$ cat src/rtl/freq_analyzer_pkg.sv
// Shared definitions for the frequency-analyzer stimulus path: sequencer
// state encoding, blink half-period helper and default background value.
package freq_analyzer_pkg;

    typedef enum logic [2:0] {
        ST_IDLE,
        ST_CLEAR,
        ST_START,
        ST_RUN,
        ST_STOP,
        ST_DONE
    } seq_state_e;

    localparam logic [7:0] BACKGROUND_DEFAULT = 8'h10;
    localparam logic [7:0] PIX_ON             = 8'hFF;
    localparam logic [7:0] PIX_OFF            = 8'h00;

    // Clocks per half blink period; a zero frequency yields 0 so the
    // elaboration-time range check rejects it.
    function automatic int unsigned half_period(input int unsigned clk_hz,
                                                input int unsigned f_hz);
        if (f_hz == 0) return 0;
        return clk_hz / (2 * f_hz);
    endfunction

endpackage

$ cat src/rtl/blink_toggler.sv
// Square-wave generator for one blinking pixel: toggles its level every
// HALF0 or HALF1 run cycles depending on sel.
module blink_toggler #(
    parameter int unsigned HALF0 = 1,
    parameter int unsigned HALF1 = 1
) (
    input  logic clock,
    input  logic aresetn,
    input  logic load,
    input  logic run,
    input  logic sel,
    output logic level
);

    if (HALF0 < 1 || HALF1 < 1) begin : g_bad_half
        $error("blink_toggler: half period must be at least 1 clock");
    end

    localparam logic [31:0] LIM0 = 32'(HALF0 - 1);
    localparam logic [31:0] LIM1 = 32'(HALF1 - 1);

    logic [31:0] cnt_q, cnt_d;
    logic        level_q, level_d;
    logic [31:0] lim;

    assign lim = sel ? LIM1 : LIM0;

    // Next count/level; >= so a switch to a shorter period that leaves the
    // count past the new limit still toggles on the next edge.
    always_comb begin
        cnt_d   = cnt_q;
        level_d = level_q;
        if (load) begin
            cnt_d   = '0;
            level_d = 1'b0;
        end else if (run) begin
            if (cnt_q >= lim) begin
                cnt_d   = '0;
                level_d = ~level_q;
            end else begin
                cnt_d = cnt_q + 32'd1;
            end
        end
    end

    // Count and level registers; hold whenever neither load nor run.
    always_ff @(posedge clock or negedge aresetn) begin
        if (!aresetn) begin
            cnt_q   <= '0;
            level_q <= 1'b0;
        end else begin
            cnt_q   <= cnt_d;
            level_q <= level_d;
        end
    end

    assign level = level_q;

endmodule

$ cat src/rtl/blinking_pixel_generator.sv
// Synthetic pixel source with three blinking positions, plus the
// clear/start/stop control sequence consumed by the analyzer manager.
module blinking_pixel_generator
    import freq_analyzer_pkg::*;
#(
    parameter int unsigned LINE_LENGTH       = 1024,
    parameter int unsigned PIXEL0_INDEX      = 63,
    parameter int unsigned PIXEL1_INDEX      = 511,
    parameter int unsigned PIXEL2_INDEX      = 1023,
    parameter int unsigned PIXEL0_FREQUENCY0 = 5000,
    parameter int unsigned PIXEL0_FREQUENCY1 = 10000,
    parameter int unsigned PIXEL1_FREQUENCY0 = 15000,
    parameter int unsigned PIXEL1_FREQUENCY1 = 20000,
    parameter int unsigned PIXEL2_FREQUENCY0 = 25000,
    parameter int unsigned PIXEL2_FREQUENCY1 = 30000,
    parameter int unsigned CLOCK_FREQUENCY   = 100000000,
    parameter int unsigned RUN_CYCLES        = 100000000,
    parameter int unsigned STOP_HOLD         = 16,
    parameter logic [7:0]  BACKGROUND        = BACKGROUND_DEFAULT
) (
    input  logic       clock,
    input  logic       aresetn,
    input  logic       go,
    input  logic       abort,
    input  logic [2:0] freq_sel,
    output logic [7:0] data,
    output logic       data_valid,
    output logic       clear,
    output logic       start,
    output logic       stop,
    output logic       busy,
    output logic       done
);

    if (STOP_HOLD < 7) begin : g_bad_stop
        $error("blinking_pixel_generator: STOP_HOLD must be at least 7");
    end
    if (LINE_LENGTH < 2) begin : g_bad_line
        $error("blinking_pixel_generator: LINE_LENGTH must be at least 2");
    end
    if (RUN_CYCLES < 1) begin : g_bad_run
        $error("blinking_pixel_generator: RUN_CYCLES must be at least 1");
    end

    localparam int unsigned HALF0_0 = half_period(CLOCK_FREQUENCY, PIXEL0_FREQUENCY0);
    localparam int unsigned HALF0_1 = half_period(CLOCK_FREQUENCY, PIXEL0_FREQUENCY1);
    localparam int unsigned HALF1_0 = half_period(CLOCK_FREQUENCY, PIXEL1_FREQUENCY0);
    localparam int unsigned HALF1_1 = half_period(CLOCK_FREQUENCY, PIXEL1_FREQUENCY1);
    localparam int unsigned HALF2_0 = half_period(CLOCK_FREQUENCY, PIXEL2_FREQUENCY0);
    localparam int unsigned HALF2_1 = half_period(CLOCK_FREQUENCY, PIXEL2_FREQUENCY1);

    localparam int unsigned     PIX_W    = $clog2(LINE_LENGTH);
    localparam logic [PIX_W-1:0] LAST_PIX = PIX_W'(LINE_LENGTH - 1);
    localparam logic [PIX_W-1:0] IDX0     = PIX_W'(PIXEL0_INDEX);
    localparam logic [PIX_W-1:0] IDX1     = PIX_W'(PIXEL1_INDEX);
    localparam logic [PIX_W-1:0] IDX2     = PIX_W'(PIXEL2_INDEX);

    seq_state_e       state_q;
    logic [31:0]      run_cnt_q;
    logic [31:0]      stop_cnt_q;
    logic             clear_q, start_q, stop_q, busy_q, done_q, valid_q;
    logic [PIX_W-1:0] pix_q, pix_d;
    logic [7:0]       data_q, data_d, pix_val;
    logic [2:0]       lvl;
    logic             streaming;

    assign streaming = (state_q == ST_RUN) || (state_q == ST_STOP);

    // Sequencer with registered control outputs, each set on the edge that
    // enters the state it belongs to.
    always_ff @(posedge clock or negedge aresetn) begin
        if (!aresetn) begin
            state_q    <= ST_IDLE;
            run_cnt_q  <= '0;
            stop_cnt_q <= '0;
            clear_q    <= 1'b0;
            start_q    <= 1'b0;
            stop_q     <= 1'b0;
            busy_q     <= 1'b0;
            done_q     <= 1'b0;
            valid_q    <= 1'b0;
        end else begin
            clear_q <= 1'b0;
            start_q <= 1'b0;
            done_q  <= 1'b0;
            case (state_q)
                ST_IDLE: if (go) begin
                    state_q <= ST_CLEAR;
                    clear_q <= 1'b1;
                    busy_q  <= 1'b1;
                end
                ST_CLEAR: begin
                    state_q <= ST_START;
                    start_q <= 1'b1;
                end
                ST_START: begin
                    state_q   <= ST_RUN;
                    run_cnt_q <= '0;
                    valid_q   <= 1'b1;
                end
                ST_RUN: begin
                    // abort and terminal count share one exit path
                    if (abort || run_cnt_q == RUN_CYCLES - 1) begin
                        state_q    <= ST_STOP;
                        stop_q     <= 1'b1;
                        stop_cnt_q <= '0;
                    end else begin
                        run_cnt_q <= run_cnt_q + 32'd1;
                    end
                end
                ST_STOP: begin
                    if (stop_cnt_q == STOP_HOLD - 1) begin
                        state_q <= ST_DONE;
                        stop_q  <= 1'b0;
                        valid_q <= 1'b0;
                        done_q  <= 1'b1;
                    end else begin
                        stop_cnt_q <= stop_cnt_q + 32'd1;
                    end
                end
                ST_DONE: begin
                    state_q <= ST_IDLE;
                    busy_q  <= 1'b0;
                end
                default: state_q <= ST_IDLE;
            endcase
        end
    end

    blink_toggler #(.HALF0(HALF0_0), .HALF1(HALF0_1)) u_blink0 (
        .clock(clock), .aresetn(aresetn), .load(state_q == ST_START),
        .run(state_q == ST_RUN), .sel(freq_sel[0]), .level(lvl[0]));
    blink_toggler #(.HALF0(HALF1_0), .HALF1(HALF1_1)) u_blink1 (
        .clock(clock), .aresetn(aresetn), .load(state_q == ST_START),
        .run(state_q == ST_RUN), .sel(freq_sel[1]), .level(lvl[1]));
    blink_toggler #(.HALF0(HALF2_0), .HALF1(HALF2_1)) u_blink2 (
        .clock(clock), .aresetn(aresetn), .load(state_q == ST_START),
        .run(state_q == ST_RUN), .sel(freq_sel[2]), .level(lvl[2]));

    // Pixel value for the current position; checks run 2,1,0 so pixel 0
    // wins when indices coincide.
    always_comb begin
        pix_val = BACKGROUND;
        if (pix_q == IDX2) pix_val = lvl[2] ? PIX_ON : PIX_OFF;
        if (pix_q == IDX1) pix_val = lvl[1] ? PIX_ON : PIX_OFF;
        if (pix_q == IDX0) pix_val = lvl[0] ? PIX_ON : PIX_OFF;
    end

    // Next pixel position and next data word (data lags the counter by one).
    always_comb begin
        pix_d  = pix_q;
        data_d = streaming ? pix_val : 8'h00;
        if (state_q == ST_START) pix_d = '0;
        else if (streaming)      pix_d = (pix_q == LAST_PIX) ? '0 : pix_q + 1'b1;
    end

    // Pixel counter and registered data output.
    always_ff @(posedge clock or negedge aresetn) begin
        if (!aresetn) begin
            pix_q  <= '0;
            data_q <= '0;
        end else begin
            pix_q  <= pix_d;
            data_q <= data_d;
        end
    end

    assign data       = data_q;
    assign data_valid = valid_q;
    assign clear      = clear_q;
    assign start      = start_q;
    assign stop       = stop_q;
    assign busy       = busy_q;
    assign done       = done_q;

endmodule

$ cat config.mk
export PLATFORM = sky130hd
export DESIGN_NAME = blinking_pixel_generator
export DESIGN_NICKNAME = d
export VERILOG_FILES = /design/src/rtl/freq_analyzer_pkg.sv /design/src/rtl/blink_toggler.sv /design/src/rtl/blinking_pixel_generator.sv
export SDC_FILE = /design/constraint.sdc
export NUM_CORES = 1
export LEC_CHECK = 0
export CORE_MARGIN = 5
export CORE_UTILIZATION = 65
export DETAILED_ROUTE_END_ITERATION = 12
export GPL_ROUTABILITY_DRIVEN = 0
export PLACE_DENSITY = 0.94
export SLEW_MARGIN = 30
export SYNTH_ARGS = -nofsm -noshare
export SYNTH_HDL_FRONTEND = slang
export SYNTH_SLANG_ARGS = --single-unit
$ cat constraint.sdc
create_clock -name clock -period 4.04 [get_ports clock]
set_clock_uncertainty 0.1 [all_clocks]
set_input_delay 0.606 -clock clock [delete_from_list [all_inputs] [get_ports clock]]
set_output_delay 0.606 -clock clock [all_outputs]
set_load 0.1 [all_outputs]
* Yosys cells after proc, flatten, opt, wreduce, memory -nomap -nowiden
Index checks and enable logic that the tools add are counted.
** Word-level totals
- Bits in registers :: 190
- Bits of input ports :: 7
** Cells by class
- Reductions and logical operators :: 20
- Multiplexer cells :: 51
- Bitwise gates (word level) :: 3
- Add/subtract/negate cells :: 6
- Order comparisons :: 3
- Eq/ne operators :: 15
** Operators by type and width (number)
- $mux 32 :: 12
- $add 32x1->32 const B :: 5
- $pmux 32 s2 :: 2
- $ge 32x32->1 :: 3
- $mux 8 :: 7
- $eq 32x27->1 const B :: 1
- $eq 32x4->1 const B :: 1
- $mux 10 :: 3
- $mux 1 :: 17
- $reduce_bool 2->1 :: 8
- $pmux 3 s5 :: 1
- $mux 14 :: 1
- $reduce_and 2->1 :: 6
- $mux 11 :: 1
- $add 10x1->10 const B :: 1
- $eq 10x10->1 const B :: 1
- $eq 10x6->1 const B :: 1
- $eq 10x9->1 const B :: 1
- $mux 3 :: 3
- $mux 9 :: 1
- $reduce_and 3->1 :: 3
- $ne 2x2->1 const B :: 4
- $eq 3x2->1 const B :: 2
- $eq 3x3->1 const B :: 2
- 6 further kinds :: 11

* Longest topological paths before layout
Gate-level depths: netlist of run 1.
- Word-level depth :: 5
- Gate-level depth with buffers :: 10

* Cells and area by module
From an unflattened synthesis of run 1, not the netlist that was laid out.
** Second synthesis, totals
- Cells, all modules :: 1066
- Area total of the unflattened synthesis :: 10467.5 µm²
** Modules (own cells, without submodules)
- blinking_pixel_generator :: sequential area each 2127.0 µm², area each 4853.4 µm², cells each 504, times used 1
- blink_toggler (u_blink0) :: sequential area each 825.8 µm², area each 1949.4 µm², cells each 191, times used 1
- blink_toggler (u_blink2) :: sequential area each 825.8 µm², area each 1879.3 µm², cells each 194, times used 1
- blink_toggler (u_blink1) :: sequential area each 825.8 µm², area each 1785.5 µm², cells each 177, times used 1

* Worst setup path before layout of run 1
Ideal clock, no wire load.
- Path kind :: input-to-reg
- Start :: input freq_sel[0]
- End :: register u_blink0.cnt_q[10]
- Data required time :: 3808 ps
- Stages on the path :: 8
- Slack :: 1602 ps
- Data arrival time :: 2206 ps
- Buffers on the path :: 1
- Library setup time :: 132 ps
- Cells stage by stage :: inv_1 -> ha_1 -> nand2_1 -> nor4_1 -> o41ai_2 -> a21oi_1 -> clkbuf_1 -> nor2_1
** On the way
- Longest elaborated chain between the ends :: 5
** Ends and longest elaborated chain
- start, declared :: RTL line blinking_pixel_generator.sv:25 : input logic [2:0] freq_sel,
- $mux 14 :: RTL line blink_toggler.sv:26 : assign lim = sel ? LIM1 : LIM0;
- $ge 32x32->1 :: RTL line blink_toggler.sv:37 : if (cnt_q >= lim) begin
- $mux 32 :: RTL line blink_toggler.sv:37
- $mux 32 :: RTL line blink_toggler.sv:36 : end else if (run) begin
- $mux 32 :: RTL line blink_toggler.sv:33 : if (load) begin
- end signal, assigned :: RTL line blink_toggler.sv:52 : cnt_q <= cnt_d;
- end, declared :: RTL line blink_toggler.sv:22 : logic [31:0] cnt_q, cnt_d;
Every way passes these cells. The select of a mux whose other input is x is not followed.
A chain may end at the register's enable or synchronous reset.

* Final worst setup path of run 1
- Start :: register state_q[2]
- End :: register u_blink0.cnt_q[31]
** On the way
- Longest elaborated chain between the ends :: 2
- Elaborated cells between the ends (all ways) :: 4
- Those cells by class :: eq/ne (2); mux (1); reduce/logical (1)
** Ends and longest elaborated chain
- start, declared :: RTL line blinking_pixel_generator.sv:58 : seq_state_e state_q;
- start signal, assigned :: RTL line blinking_pixel_generator.sv:73 : state_q <= ST_IDLE;
- start signal, assigned :: RTL line blinking_pixel_generator.sv:88 : state_q <= ST_CLEAR;
- start signal, assigned :: RTL line blinking_pixel_generator.sv:93 : state_q <= ST_START;
- $eq 3x2->1 (on tied branches) :: RTL line blinking_pixel_generator.sv:131, blinking_pixel_generator.sv:132
- $mux 32 / $reduce_bool 2->1 (equally long branches)
Parallel ways exist; a longest one is shown, timed or not.

==> flow_metrics.tcl, run 1 <==
set metrics [dict create \
    die-area_um2 18000 \
    drcViolationCount 0 \
    synthDominantCellAreaShare 0.459 \
    grt_pass1_wl_mm 39.0 \
    wl_per_cell_um 17.5 \
    core_area_um2 15100 \
    gr-total-overflow 0 \
    drtPass1Iterations 5 \
    p_per_area_nw_per_um2 484 \
    worst_setup_path_start "state_q[2]" \
    clk_root_buffer_cell "clkbuf_16" \
    first_global_vias 8333 \
    drt_first_iter_violations 805 \
    post-route-cell-area_um2 11000 \
    min-delay-path-class "in2async" \
    synth-edff-count 0 \
    place_hpwl_mm 14.6 \
    max-slew-margin-rel 0.352 \
    p_sw_frac 0.360 \
    synth_top_flop_cell "dfrtp_1" \
    clock_sinks 184 \
    timing.critical_path.to_type "flip-flop" \
    cts.repair.resized 0 \
    finalHoldViolations 0 \
    synth_largest_area_cell "dfrtp_1" \
    synthesis.instances 1086 \
    vias_per_cell 6.56 \
    syn_nets 1115 \
    finalWirelength_mm 22.7 \
    run_status "complete, no violations" \
    leakagePower_nw 4.80 \
    cap_viol_max_count 0 \
    worst_pin_slew_ps 969 \
    core.rowCount 45 \
    cell_internal_pwr_mw 3.40 \
    cts_hold_buffers 0 \
    required_ps 4250 \
    power.clock.fraction 0.312 \
    critical_path.reg2reg.startpoint "state_q[2]" \
    syn_avg_cell_area_um2 9.23 \
    post_route_cells_drive_above_1_share 0.0794 \
    grt_setup_unrepaired "no" \
    synth.top_cells.by_area "dfrtp_1, nor2_1, xor2_1, nand2_1, xnor2_1" \
    antennaDiodeCount 0 \
    pin_count_of_the_biggest_net_entering_global_routing 97 \
    seq_area_frac_synth 0.459 \
    syn2layout_area_growth_pct 9.23 \
    die_h_um 134 \
    detail-route-antenna-nets 0 \
    minimum_clock_period_after_layout_ps 3160 \
    timing.critical_path.fanout_max 14 \
    final_common_cell "dfrtp_1" \
    die_width_um 134 \
    netlist_area_um2 10000 \
    num_vias 8505 \
    synth-warning-count 0 \
    fmax_mhz 317 \
    share_seq_of_total_power 0.420 \
    critPathKind "reg2reg" \
    placement_cell_area_um2 10400 \
    clock_path_buffers 2 \
    port_buffers 20 \
    placed_cells_incl_taps 1264 \
    critPathArrivalTime_ps 3370 \
    grt_antenna_before_repair 0 \
    cts_htree_levels 4 \
    setup-violations-final 0 \
    irDropWorstVdd_uv 379 \
    finish.cell_count_without_fillers 1296 \
    final_nets 1124 \
    boundaryPins 21 \
    tritoncts_clock_tree "done" \
    cts.reportedPaths.clkPinSlew_ps 70 \
    cts_post_setup_buffers_inserted 0 \
    p_sw_mw 1.91 \
    postSynth.asyncResetShare 1.00 \
    final.setup.tns_ps 0 \
    finalCoreUtilization 0.723 \
    power.share.combinational 0.268 \
    yosys_register_bits 184 \
    timing.final.max_slew_violations 0 \
    finalCritPeriodShare 0.781 \
    netlist-cell-type-count 67 \
    clock_insertion_delay_worst_skew_ps 440 \
    start_util 0.662 \
    cts_inserted_buffers 17 \
    final_cell_mix "dfrtp_1, nor2_1, nand2_1" \
    global_route.usage.total 0.263 \
    cp-start-kind "flip-flop" \
]
per-layer routing:
layer  share of wire  track usage
met3           0.060       0.0503
met5               0            0
met1            0.42        0.335
met2            0.49        0.443
met4           0.031        0.106
state kept, by name (all words and copies together) (netlist names), 2 cells and up:
register / count
data: 2
pix_q: 10
run_cnt_q: 32
state_q: 3
stop_cnt_q: 32
u_blink0.cnt_q: 32
u_blink1.cnt_q: 32
u_blink2.cnt_q: 32
worst max-delay path, stage by stage (launching register included):
cell	delay, ps
dfrtp_1	500
nand2b_1	550
buf_4	380
nor4_1	640
nand4_1	330
nor3_1	290
xnor2_1	160
nor2_1	70
cells in the mapped netlist (all sizes together), types with 22 or more instances:
master,number
o21ai,62
buf,23
xor2,49
ha,22
nor3,27
nor2,145
and3,32
a21oi,37
nand3,67
inv,27
dfrtp,184
nand4,41
xnor2,38
nor4,29
nand2,108
per-stage QoR:
step	power, mW	worst slack [ps]	hold WS (ps)
detailed placement	3.63	591	400
global placement	3.58	625	385
global route	5.58	711	206
CTS	5.31	935	175
finish	5.31	885	120
floorplan	3.22	1600	210
power groups by stage:
stage               combinational (mW)  clock (mW)  sequential (mW)
floorplan                        0.936           0             2.28
global placement                  1.33           0             2.24
detailed placement                1.38           0             2.25
CTS                               1.41        1.68             2.22
global route                      1.57        1.75             2.26
finish                            1.42        1.66             2.23
final timing paths:
| kind | end | slack (ps) | cells after the start |
|---|---|---|---|
| min reg2reg | pix_q[2] | 420 | 1 |
| min in group clock | pix_q[2] | 420 | 1 |
| min | u_blink1.cnt_q[13] | 120 | 1 |
| max | u_blink0.cnt_q[31] | 880 | 7 |
| max in group asynchronous | u_blink2.cnt_q[21] | 2780 | 2 |
| max reg2reg | u_blink0.cnt_q[31] | 880 | 7 |
cell type report:
type                            count  area [um2]
Multi-Input combinational cell    831        5110
Sequential cell                   184        4600
Fill cell                        1064        4190
Clock buffer                       21         460
Timing Repair Buffer               34         322
Tap cell                          188         235
Clock inverter                     11         120
Inverter                           27         101
cells by family (layout without fill, tap and decap cells):
| logic type | count (synthesis) | count (layout) | synth area share |
|---|---|---|---|
| and+or+nand+nor | 534 | 534 | 0.272 |
| DFF | 184 | 184 | 0.459 |
| AOI/OAI and AO/OA | 181 | 181 | 0.126 |
| xor gates and xnor gates | 87 | 87 | 0.0760 |
| buffers and inverters | 71 | 93 | 0.0321 |
| adders and majority gates | 22 | 22 | 0.0275 |
| muxes | 7 | 7 | 0.00749 |
Note: power is estimated with default switching activity, not from simulation.
==> run 2: changes to the inputs <==
CORE_UTILIZATION = 57   (was 65)
PLACE_DENSITY = 0.88   (was 0.94)
clock period = 2.57 ns   (was 4.04 ns; I/O delays follow)
==> run 2 against run 1 <==
  * Flip-flop and latch count did not move
  * Clock power rose by 51%
  * First-iteration DRC count fell by 11%
  * Non-clock buffer count rose by 41
  * Worst setup slack got worse by 810 ps
  * Die area rose by 13%
  * Cell count rose by 6.0%
  * Via count rose by 0.69%
  * Count of clock-buffer cells in the layout fell by 1
  * Core utilization fell by 7.0 points
  * Register-to-register slack got worse by 810 ps
  * Sequential power rose by 57%
  * Critical path type unchanged
  * Highest routed layer unchanged
==> flow_metrics.tcl, run 2 (same netlist as run 1, synthesis figures left out) <==
set metrics [dict create \
    seqCellArea_um2 4600 \
    multi_input_comb_area_um2 5120 \
    clock_sinks 184 \
    post-route-cell-area_um2 11300 \
    clock_path_buffers 2 \
    global_route.usage.total 0.235 \
    post_route_cells_drive_above_1_share 0.128 \
    dp_slack_ps -143 \
    detail-route-antenna-nets 0 \
    finalWirelength_mm 23.1 \
    port_buffers 20 \
    worst_hold_slack_ps 404 \
    cts.reportedPaths.clkPinSlew_ps 70 \
    fmax_mhz 400 \
    run_status "complete, no violations" \
    route.top_layer_used "met4" \
    final_common_cell "dfrtp_1" \
    worst_pin_slew_ps 674 \
    finalHoldViolations 0 \
    final.setup.tns_ps 0 \
    setup-violations-final 0 \
    length_of_routed_wiring_on_met1_mm 9.96 \
    drtPass1Iterations 5 \
    timing.critical_path.fanout_max 8 \
    power_mw 8.50 \
    timing.final.max_slew_violations 0 \
    cts_htree_levels 4 \
    cp-start-kind "flip-flop" \
    wl_per_cell_um 16.8 \
    min-delay-path-class "in2async" \
    timing.critical_path.to_type "flip-flop" \
    leakagePower_nw 5.03 \
    place_hpwl_mm 15.6 \
    clk_root_buffer_cell "clkbuf_16" \
    num_vias 8564 \
    fillers 1325 \
    finish.cell_count_without_fillers 1374 \
    syn2layout_area_growth_pct 12.6 \
    vias_per_cell 6.23 \
    final_cell_mix "dfrtp_1, nor2_1, nand2_1" \
    minimum_clock_period_after_layout_ps 2500 \
    die_width_um 143 \
    total_met3_wirelength_after_detailed_routing_mm 1.15 \
    final_nets 1165 \
    core.rowCount 48 \
    irDropWorstVdd_uv 586 \
    critPathKind "reg2reg" \
    finalCoreUtilization 0.653 \
    die-area_um2 20300 \
    cap_viol_max_count 0 \
    first_global_vias 8153 \
    p_per_area_nw_per_um2 752 \
    grt_antenna_before_repair 0 \
    cts_inserted_buffers 17 \
    gr-total-overflow 0 \
    placement_cell_area_um2 10700 \
    pin_count_of_the_biggest_net_entering_global_routing 64 \
    final_critical_path_setup_slack_ps 71.9 \
    boundaryPins 21 \
    core_area_um2 17300 \
    antennaDiodeCount 0 \
    critPathArrivalTime_ps 2720 \
    drcViolationCount 0 \
    drt_first_iter_violations 713 \
    die_h_um 143 \
    required_ps 2790 \
    tritoncts_clock_tree "done" \
    clock_insertion_delay_worst_skew_ps 430 \
    grt_setup_unrepaired "no" \
    max-slew-margin-rel 0.548 \
    placed_cells_incl_taps 1341 \
    grt_pass1_wl_mm 39.3 \
    wl_met2_mm 11.6 \
    start_util 0.580 \
    finalCritPeriodShare 0.972 \
]
## run 2: cell types whose count changed in the layout (fill, tap and decap cells not counted), moves of 2 or more
cell | previous run | this run
buf_12 | 1 | 3
buf_4 | 13 | 65
bufinv_16 | 2 | 0
clkbuf_1 | 2 | 0
clkdlybuf4s50_1 | 19 | 5
clkinv_4 | 0 | 5
clkinvlp_4 | 3 | 1
## run 2: timing repair
| action | in CTS | in global routing |
|---|---|---|
| gates resized for setup | 0 | 3 |
| hold buffers | 1 | 0 |
| endpoints found under the setup margin | 0 | 6 |
| setup buffers | 0 | 0 |
| hold endpoints to repair | 58 | 0 |
## run 2: path summary, 6_finish.rpt
check	startpoint	end	slack, ps	depth (start not counted)
min in group clock	u_blink2.cnt_q[31]	u_blink2.cnt_q[31]	410	2
max in group asynchronous	aresetn	stop_cnt_q[16]	1250	3
min	aresetn	u_blink2.cnt_q[9]	400	2
min reg2reg	u_blink2.cnt_q[31]	u_blink2.cnt_q[31]	410	2
max	run_cnt_q[11]	stop_cnt_q[16]	70	7
max reg2reg	run_cnt_q[11]	stop_cnt_q[16]	70	7
## run 2: cell type report
cell class / count / area share
multi-input combinational: 831 / 0.454
sequential: 184 / 0.408
timing repair buffer: 75 / 0.0551
clock buffer: 20 / 0.0413
tap: 225 / 0.0249
inverter: 27 / 0.00898
clock inverter: 12 / 0.00820
## run 2: power by group
part,switching [mW],internal [mW]
Clock,1.17,1.33
Combinational,1.63,0.872
Sequential,0.314,3.18
## run 2: per-layer routing
metal | GRT usage | vias up
li1 | - | 4007
met1 | 0.312 | 4240
met2 | 0.393 | 276
met3 | 0.0405 | 41
met4 | 0.0755 | 0
met5 | 0 | -
## run 2: worst max-delay path, cell delays in order (launching register included)
cell,delay (ps)
dfrtp_1,390
or4_4,550
nor3_4,260
nand3_4,200
buf_4,260
a2111oi_2,380
xnor2_1,180
nor2_1,60
